$ cat config.mk
export PLATFORM = sky130hd
export DESIGN_NAME = tt_lpf_pi_lock
export DESIGN_NICKNAME = d
export VERILOG_FILES = /design/src/rtl/tt_lpf_pi_lock.sv
export SDC_FILE = /design/constraint.sdc
export NUM_CORES = 1
export LEC_CHECK = 0
export ABC_AREA = 0
export CORE_MARGIN = 1
export CORE_UTILIZATION = 30
export DETAILED_ROUTE_END_ITERATION = 12
export DONT_BUFFER_PORTS = 1
export HOLD_SLACK_MARGIN = 0.06
export SYNTH_ARGS = -nofsm -noshare
export SYNTH_HDL_FRONTEND = slang
export SYNTH_SLANG_ARGS = --single-unit
export TNS_END_PERCENT = 50
$ cat constraint.sdc
create_clock -name i_clk_gen -period 4.9 [get_ports i_clk_gen]
set_input_delay 0.735 -clock i_clk_gen [delete_from_list [all_inputs] [get_ports i_clk_gen]]
set_output_delay 0.735 -clock i_clk_gen [all_outputs]
set_load 0.01 [all_outputs]
$ cat src/rtl/tt_lpf_pi_lock.sv
// Proportional-integral loop filter for a bang-bang PFD with a lock detector.
// The integrator and the 4-bit gains double as a scan chain for load and readback.
module tt_lpf_pi_lock #(
    parameter int          ACC_W      = 24,
    parameter int          OUT_W      = 16,
    parameter int unsigned KP_RST     = 7,
    parameter int unsigned KI_RST     = 4,
    parameter int unsigned LOCK_CNT   = 64,
    parameter int unsigned UNLOCK_CNT = 8
) (
    input  logic                    i_clk_gen,
    input  logic                    i_rst_n,
    input  logic                    i_up,
    input  logic                    i_down,
    input  logic                    i_hold,
    input  logic                    i_scan_en,
    input  logic                    i_scan_in,
    output logic signed [OUT_W-1:0] o_filtered_control_signal,
    output logic                    o_locked,
    output logic                    o_sat,
    output logic                    o_scan_out
);

    localparam int ZC_W = $clog2(LOCK_CNT + 1);
    localparam int SC_W = $clog2(UNLOCK_CNT + 1);
    localparam logic [ZC_W-1:0] ZC_MAX = ZC_W'(LOCK_CNT);
    localparam logic [SC_W-1:0] SC_MAX = SC_W'(UNLOCK_CNT);

    typedef enum logic {StAcquire = 1'b0, StLocked = 1'b1} state_t;

    state_t             r_state;
    state_t             w_state_d;
    logic [3:0]         r_kp;
    logic [3:0]         r_ki;
    logic [ACC_W-1:0]   r_acc;
    logic [OUT_W-1:0]   r_out;
    logic               r_sat;
    logic [ZC_W-1:0]    r_zc;
    logic [SC_W-1:0]    r_sc;
    logic               r_neg;       // sign of the last nonzero error

    logic               w_err_pos;
    logic               w_err_neg;
    logic               w_err_nz;
    logic               w_normal;
    logic [3:0]         w_ki_eff;
    logic [ACC_W:0]     w_acc_ext;
    logic [ACC_W:0]     w_ki_ext;
    logic [ACC_W:0]     w_kp_ext;
    logic [ACC_W:0]     w_acc_sum;
    logic               w_acc_ovf;
    logic [ACC_W-1:0]   w_acc_d;
    logic [ACC_W:0]     w_out_sum;
    logic [ACC_W-OUT_W+1:0] w_out_hi;
    logic               w_out_ovf;
    logic [OUT_W-1:0]   w_out_d;
    logic [ZC_W-1:0]    w_zc_d;
    logic [SC_W-1:0]    w_sc_d;

    // {up,down}: 01 -> +1, 10 -> -1, 00/11 -> 0
    assign w_err_pos = i_down & ~i_up;
    assign w_err_neg = i_up & ~i_down;
    assign w_err_nz  = w_err_pos | w_err_neg;
    assign w_normal  = ~i_scan_en & ~i_hold;

    // Integral gain is halved once locked to cut jitter
    assign w_ki_eff  = (r_state == StLocked) ? (r_ki >> 1) : r_ki;

    // One guard bit is enough: each step adds at most 15
    assign w_acc_ext = {r_acc[ACC_W-1], r_acc};
    assign w_ki_ext  = {{(ACC_W-3){1'b0}}, w_ki_eff};
    assign w_kp_ext  = {{(ACC_W-3){1'b0}}, r_kp};

    // Integrator and proportional sums with saturation detect
    always_comb begin
        w_acc_sum = w_acc_ext;
        w_out_sum = w_acc_ext;
        if (w_err_pos) begin
            w_acc_sum = w_acc_ext + w_ki_ext;
            w_out_sum = w_acc_ext + w_kp_ext;
        end else if (w_err_neg) begin
            w_acc_sum = w_acc_ext - w_ki_ext;
            w_out_sum = w_acc_ext - w_kp_ext;
        end
    end

    assign w_acc_ovf = w_acc_sum[ACC_W] ^ w_acc_sum[ACC_W-1];
    assign w_acc_d   = !w_acc_ovf ? w_acc_sum[ACC_W-1:0] :
                       w_acc_sum[ACC_W] ? {1'b1, {(ACC_W-1){1'b0}}} :
                                          {1'b0, {(ACC_W-1){1'b1}}};

    // Output fits iff all bits above the OUT_W sign bit match it
    assign w_out_hi  = w_out_sum[ACC_W:OUT_W-1];
    assign w_out_ovf = ~((&w_out_hi) | ~(|w_out_hi));
    assign w_out_d   = !w_out_ovf ? w_out_sum[OUT_W-1:0] :
                       w_out_sum[ACC_W] ? {1'b1, {(OUT_W-1){1'b0}}} :
                                          {1'b0, {(OUT_W-1){1'b1}}};

    // Zero-run and same-sign-run counters, both saturating
    always_comb begin
        w_zc_d = r_zc;
        if (w_err_nz) begin
            w_zc_d = '0;
        end else if (r_zc != ZC_MAX) begin
            w_zc_d = r_zc + ZC_W'(1);
        end
        w_sc_d = r_sc;
        if (!w_err_nz) begin
            w_sc_d = '0;
        end else if ((r_sc == '0) || (r_neg != w_err_neg)) begin
            // A sign change starts a new run that already has one member
            w_sc_d = SC_W'(1);
        end else if (r_sc != SC_MAX) begin
            w_sc_d = r_sc + SC_W'(1);
        end
    end

    // Lock FSM next state; frozen during scan and hold
    always_comb begin
        w_state_d = r_state;
        if (w_normal) begin
            case (r_state)
                StAcquire: if (w_zc_d == ZC_MAX) w_state_d = StLocked;
                StLocked:  if (w_sc_d == SC_MAX) w_state_d = StAcquire;
                default:   w_state_d = StAcquire;
            endcase
        end
    end

    // Lock FSM state register
    always_ff @(posedge i_clk_gen or negedge i_rst_n) begin
        if (!i_rst_n) begin
            r_state <= StAcquire;
        end else begin
            r_state <= w_state_d;
        end
    end

    // Datapath: scan shift has priority, then hold, then normal update
    always_ff @(posedge i_clk_gen or negedge i_rst_n) begin
        if (!i_rst_n) begin
            r_kp  <= 4'(KP_RST);
            r_ki  <= 4'(KI_RST);
            r_acc <= '0;
            r_out <= '0;
            r_sat <= 1'b0;
            r_zc  <= '0;
            r_sc  <= '0;
            r_neg <= 1'b0;
        end else if (i_scan_en) begin
            r_kp  <= {r_kp[2:0], i_scan_in};
            r_ki  <= {r_ki[2:0], r_kp[3]};
            r_acc <= {r_acc[ACC_W-2:0], r_ki[3]};
        end else begin
            r_out <= w_out_d;
            if (!i_hold) begin
                r_acc <= w_acc_d;
                r_sat <= w_acc_ovf | w_out_ovf;
                r_zc  <= w_zc_d;
                r_sc  <= w_sc_d;
                if (w_err_nz) begin
                    r_neg <= w_err_neg;
                end
            end
        end
    end

    assign o_filtered_control_signal = r_out;
    assign o_locked                  = (r_state == StLocked);
    assign o_sat                     = r_sat;
    assign o_scan_out                = r_acc[ACC_W-1];

endmodule

==> results.py, run 1 <==
metrics = {
    "cts": {
        "cts_resized": 0,
        "path_clk_slew_ns": 0.06,
        "postCtsSetupRepairBufs": 0,
        "cts_buffers": 9,
        "holdBufCountCts": 0,
        "cts_root_buf": "clkbuf_16",
        "max-clock-path-buffers": 2,
        "htree_levels": 3,
        "cts_tree": "yes",
        "insertion_delay_ns": 0.35,
        "cts_sinks": 62,
    },
    "drt": {
        "dr.pass1.iters": 6,
        "routed_wl_microns": 16900,
        "drt_iter0_drc": 530,
        "drc": 0,
        "postRouteAntennaNets": 0,
        "wl_per_cell_microns": 18.7,
        "vias_per_cell": 5.98,
        "num_vias": 5406,
    },
    "min_path": {
        "min_path_type": "in2async",
    },
    "synth": {
        "postSynthAreaPerCell_sq_um": 8.16,
        "ys_warn_count": 0,
        "async_flop_share": 1.00,
        "syn_inst": 695,
        "syn-cell-area_sq_um": 5670,
        "yosys-top-cells-area": "dfrtp_1 26%, ha_1 4.9%, o21ai_0 4.5%",
        "ys_seq_elements": 62,
        "synth_flop_cell": "dfrtp_1",
        "synthDominantCellAreaShare": 0.256,
        "synth_top_cell_by_area": "dfrtp_1",
        "ys_types": 84,
        "ys_seq_area_frac": 0.274,
        "syn_nets": 728,
        "synth_edf_count": 0,
    },
    "sta": {
        "fmax_mhz": 236,
        "fin_ws_ns": 0.665,
        "finalCritPeriodShare": 0.864,
        "tightest_slew_ns": 1.32,
        "fin_setup_tns_ns": 0,
        "drv_slew": 0,
        "finalHoldViolCount": 0,
        "finalCriticalPeriod_ns": 4.24,
        "setup_viol": 0,
        "slew_headroom": 0.113,
        "skew_ns": 0.00596,
        "rsz0062_at_grt": "false",
    },
    "worst_setup_path": {
        "arrival_ns": 4.50,
        "crit_top_cell": "a21oi_1",
        "startpoint_type": "flip-flop",
        "path_class": "reg2reg",
        "crit_chain": "mux2_2 -> ha_1 -> inv_1 -> fa_1 -> a21oi_1 -> o211ai_1 -> nor2_1 -> a21oi_1 -> a21oi_1 -> nor3_2 -> nor2_1 -> a221o_1 -> o21ai_0",
        "cp-end-kind": "flip-flop",
        "critical-path-max-stage-delay_ns": 1.11,
        "crit_slowest_cell": "nor3_2",
        "crit_fanout": 19,
        "critPathRequiredTime_ns": 5.16,
    },
    "power": {
        "peakVddDrop_v": 0.000195,
        "leakagePower_uw": 0.00226,
        "power_density_nw_per_um2": 409,
    },
    "floorplanning": {
        "die_area_sq_um": 19500,
        "die_h_microns": 139,
        "rows": 49,
        "start_util": 0.310,
        "core_area_sq_um": 18300,
        "die_x_microns": 139,
        "io_pins": 26,
    },
    "layout": {
        "nets": 703,
        "drive_above_1_share": 0.116,
        "antenna_cells": 0,
        "syn_to_final_growth_pct": 9.14,
    },
    "placement": {
        "portBuffers": 0,
        "dp_hpwl_microns": 12200,
        "gp_congestion": 0.973,
        "dp_slack_ns": 0.743,
    },
    "global_route": {
        "grt-ovfl-total": 0,
        "grt_use_total": 0.179,
        "grt_pass1_wl_microns": 27500,
        "grt_pass1_vias": 4991,
        "antenna_found_initial": 0,
        "grt_max_degree": 67,
    },
    "run_status": {
        "status": "complete, no violations",
    },
    "flow_run": {
        "maxCapViolCount": 0,
    },
}
-- cell type report --
| class | count | area, sq um |
|---|---|---|
| fillers | 1907 | 12100 |
| multi-input cells | 552 | 3770 |
| flip-flops and latches | 62 | 1560 |
| well taps | 229 | 287 |
| clock buffers | 10 | 239 |
| inverters | 31 | 116 |
| clock inverters | 6 | 115 |
| repair buffers | 14 | 105 |
-- cells in the final DEF (no fill, tap or decap), drive strengths merged, types with 4 or more instances in the layout --
cell type  count
nor4          13
nor2b         11
a31oi         12
o211ai         7
and2           4
o22a           4
o21ai         55
xor2          15
o21a           9
a221oi         6
clkbuf        10
nand2         67
dfrtp         58
o31ai         12
inv           33
o22ai         14
nand3         22
a21oi         47
o311ai        14
and4           7
or2            4
ha            22
dfstp          4
mux2           7
o32ai          5
xnor2         20
buf           14
fa             4
nor3          27
nand4          8
nand2b        13
nor2          54
or3            5
a22oi          8
and3           8
o311a          4
-- power breakdown --
| part | leakage, uW | total (uW) | internal (uW) | switching (uW) |
|---|---|---|---|---|
| Sequential | 0.000754 | 835 | 613 | 222 |
| Clock | 0.000170 | 765 | 514 | 251 |
| Combinational | 0.00133 | 933 | 374 | 559 |
| Total | 0.00226 | 2530 | 1500 | 1030 |
-- metrics by stage --
step	instance area (sq um)	hold WS, ns	cells	utilization	power, uW
after floorplan	5670	0.439	695	-	1530
after global placement	5830	0.445	888	0.319	1750
after detailed placement	5830	0.445	888	0.319	1760
after CTS	6190	0.0708	904	0.339	2540
after global routing	6190	0.0707	904	0.339	2690
final	6190	0.0851	904	0.339	2530
-- cells in the mapped netlist, types with 6 or more instances --
library cell,count
o311ai_2,10
nor2b_1,10
ha_1,22
o21a_1,9
mux2_2,7
xnor2_1,19
a31oi_1,12
and3_1,8
a22oi_1,6
nor2_1,53
nor3_1,24
clkbuf_1,30
and4_1,7
nor4_1,8
inv_1,30
o21ai_0,51
o22ai_1,14
o31ai_1,12
o211ai_1,7
nand4_1,7
nand2_1,67
a21oi_1,46
nand3_1,22
a221oi_1,6
xor2_1,15
nand2b_1,12
dfrtp_1,58
buf_2,11
-- critical path, delay by kind of cell, from the launching register on --
kind	cells	cell delay, ns
mux	1	0.40
compound gates	6	1.19
simple gates	3	1.51
buf+inv	1	0.07
fa+ha+maj	2	0.40
flops	1	0.57
-- final timing paths --
check,from,slack (ns),cells past startpoint,to
max,o_locked,0.66,13,r_acc[15]
min,i_rst_n,0.09,0,r_acc[14]
max reg2reg,o_locked,0.66,13,r_acc[15]
min reg2reg,r_kp[1],0.52,2,r_kp[2]
max in group asynchronous,i_rst_n,4.59,0,r_kp[1]
min in group i_clk_gen,i_scan_en,0.47,1,r_kp[2]
-- sequential cells by signal (all words and copies together) (netlist names) --
| name | cells |
|---|---|
| o_sat | 1 |
| r_acc | 24 |
| r_kp | 4 |
| o_filtered_control_signal | 16 |
| r_ki | 4 |
| r_neg | 1 |
| o_locked | 1 |
| r_zc | 7 |
| r_sc | 4 |
-- per-layer routing --
layer	up-vias	track usage	wire length (microns)
li1	2527	-	-
met1	2570	0.251	7620
met2	276	0.273	7480
met3	33	0.0341	1470
met4	0	0.0632	351
met5	-	0	0
-- logic make-up after synthesis --
kind of cell / count (synthesis) / share of synthesized area
simple gates: 251 / 0.242
mux: 10 / 0.0192
xor+xnor: 35 / 0.0554
buf+inv: 81 / 0.0607
compound gates: 228 / 0.282
fa+ha+maj: 28 / 0.0662
flops: 62 / 0.274
Power figures use the tool's default switching activity.
==> inputs of run 2 (changes only) <==
- CTS_CLUSTER_SIZE: not set -> 14
- SLEW_MARGIN: not set -> 5
==> results of run 2 <==
Final layout, timing and power as in run 1 (identical DEF).
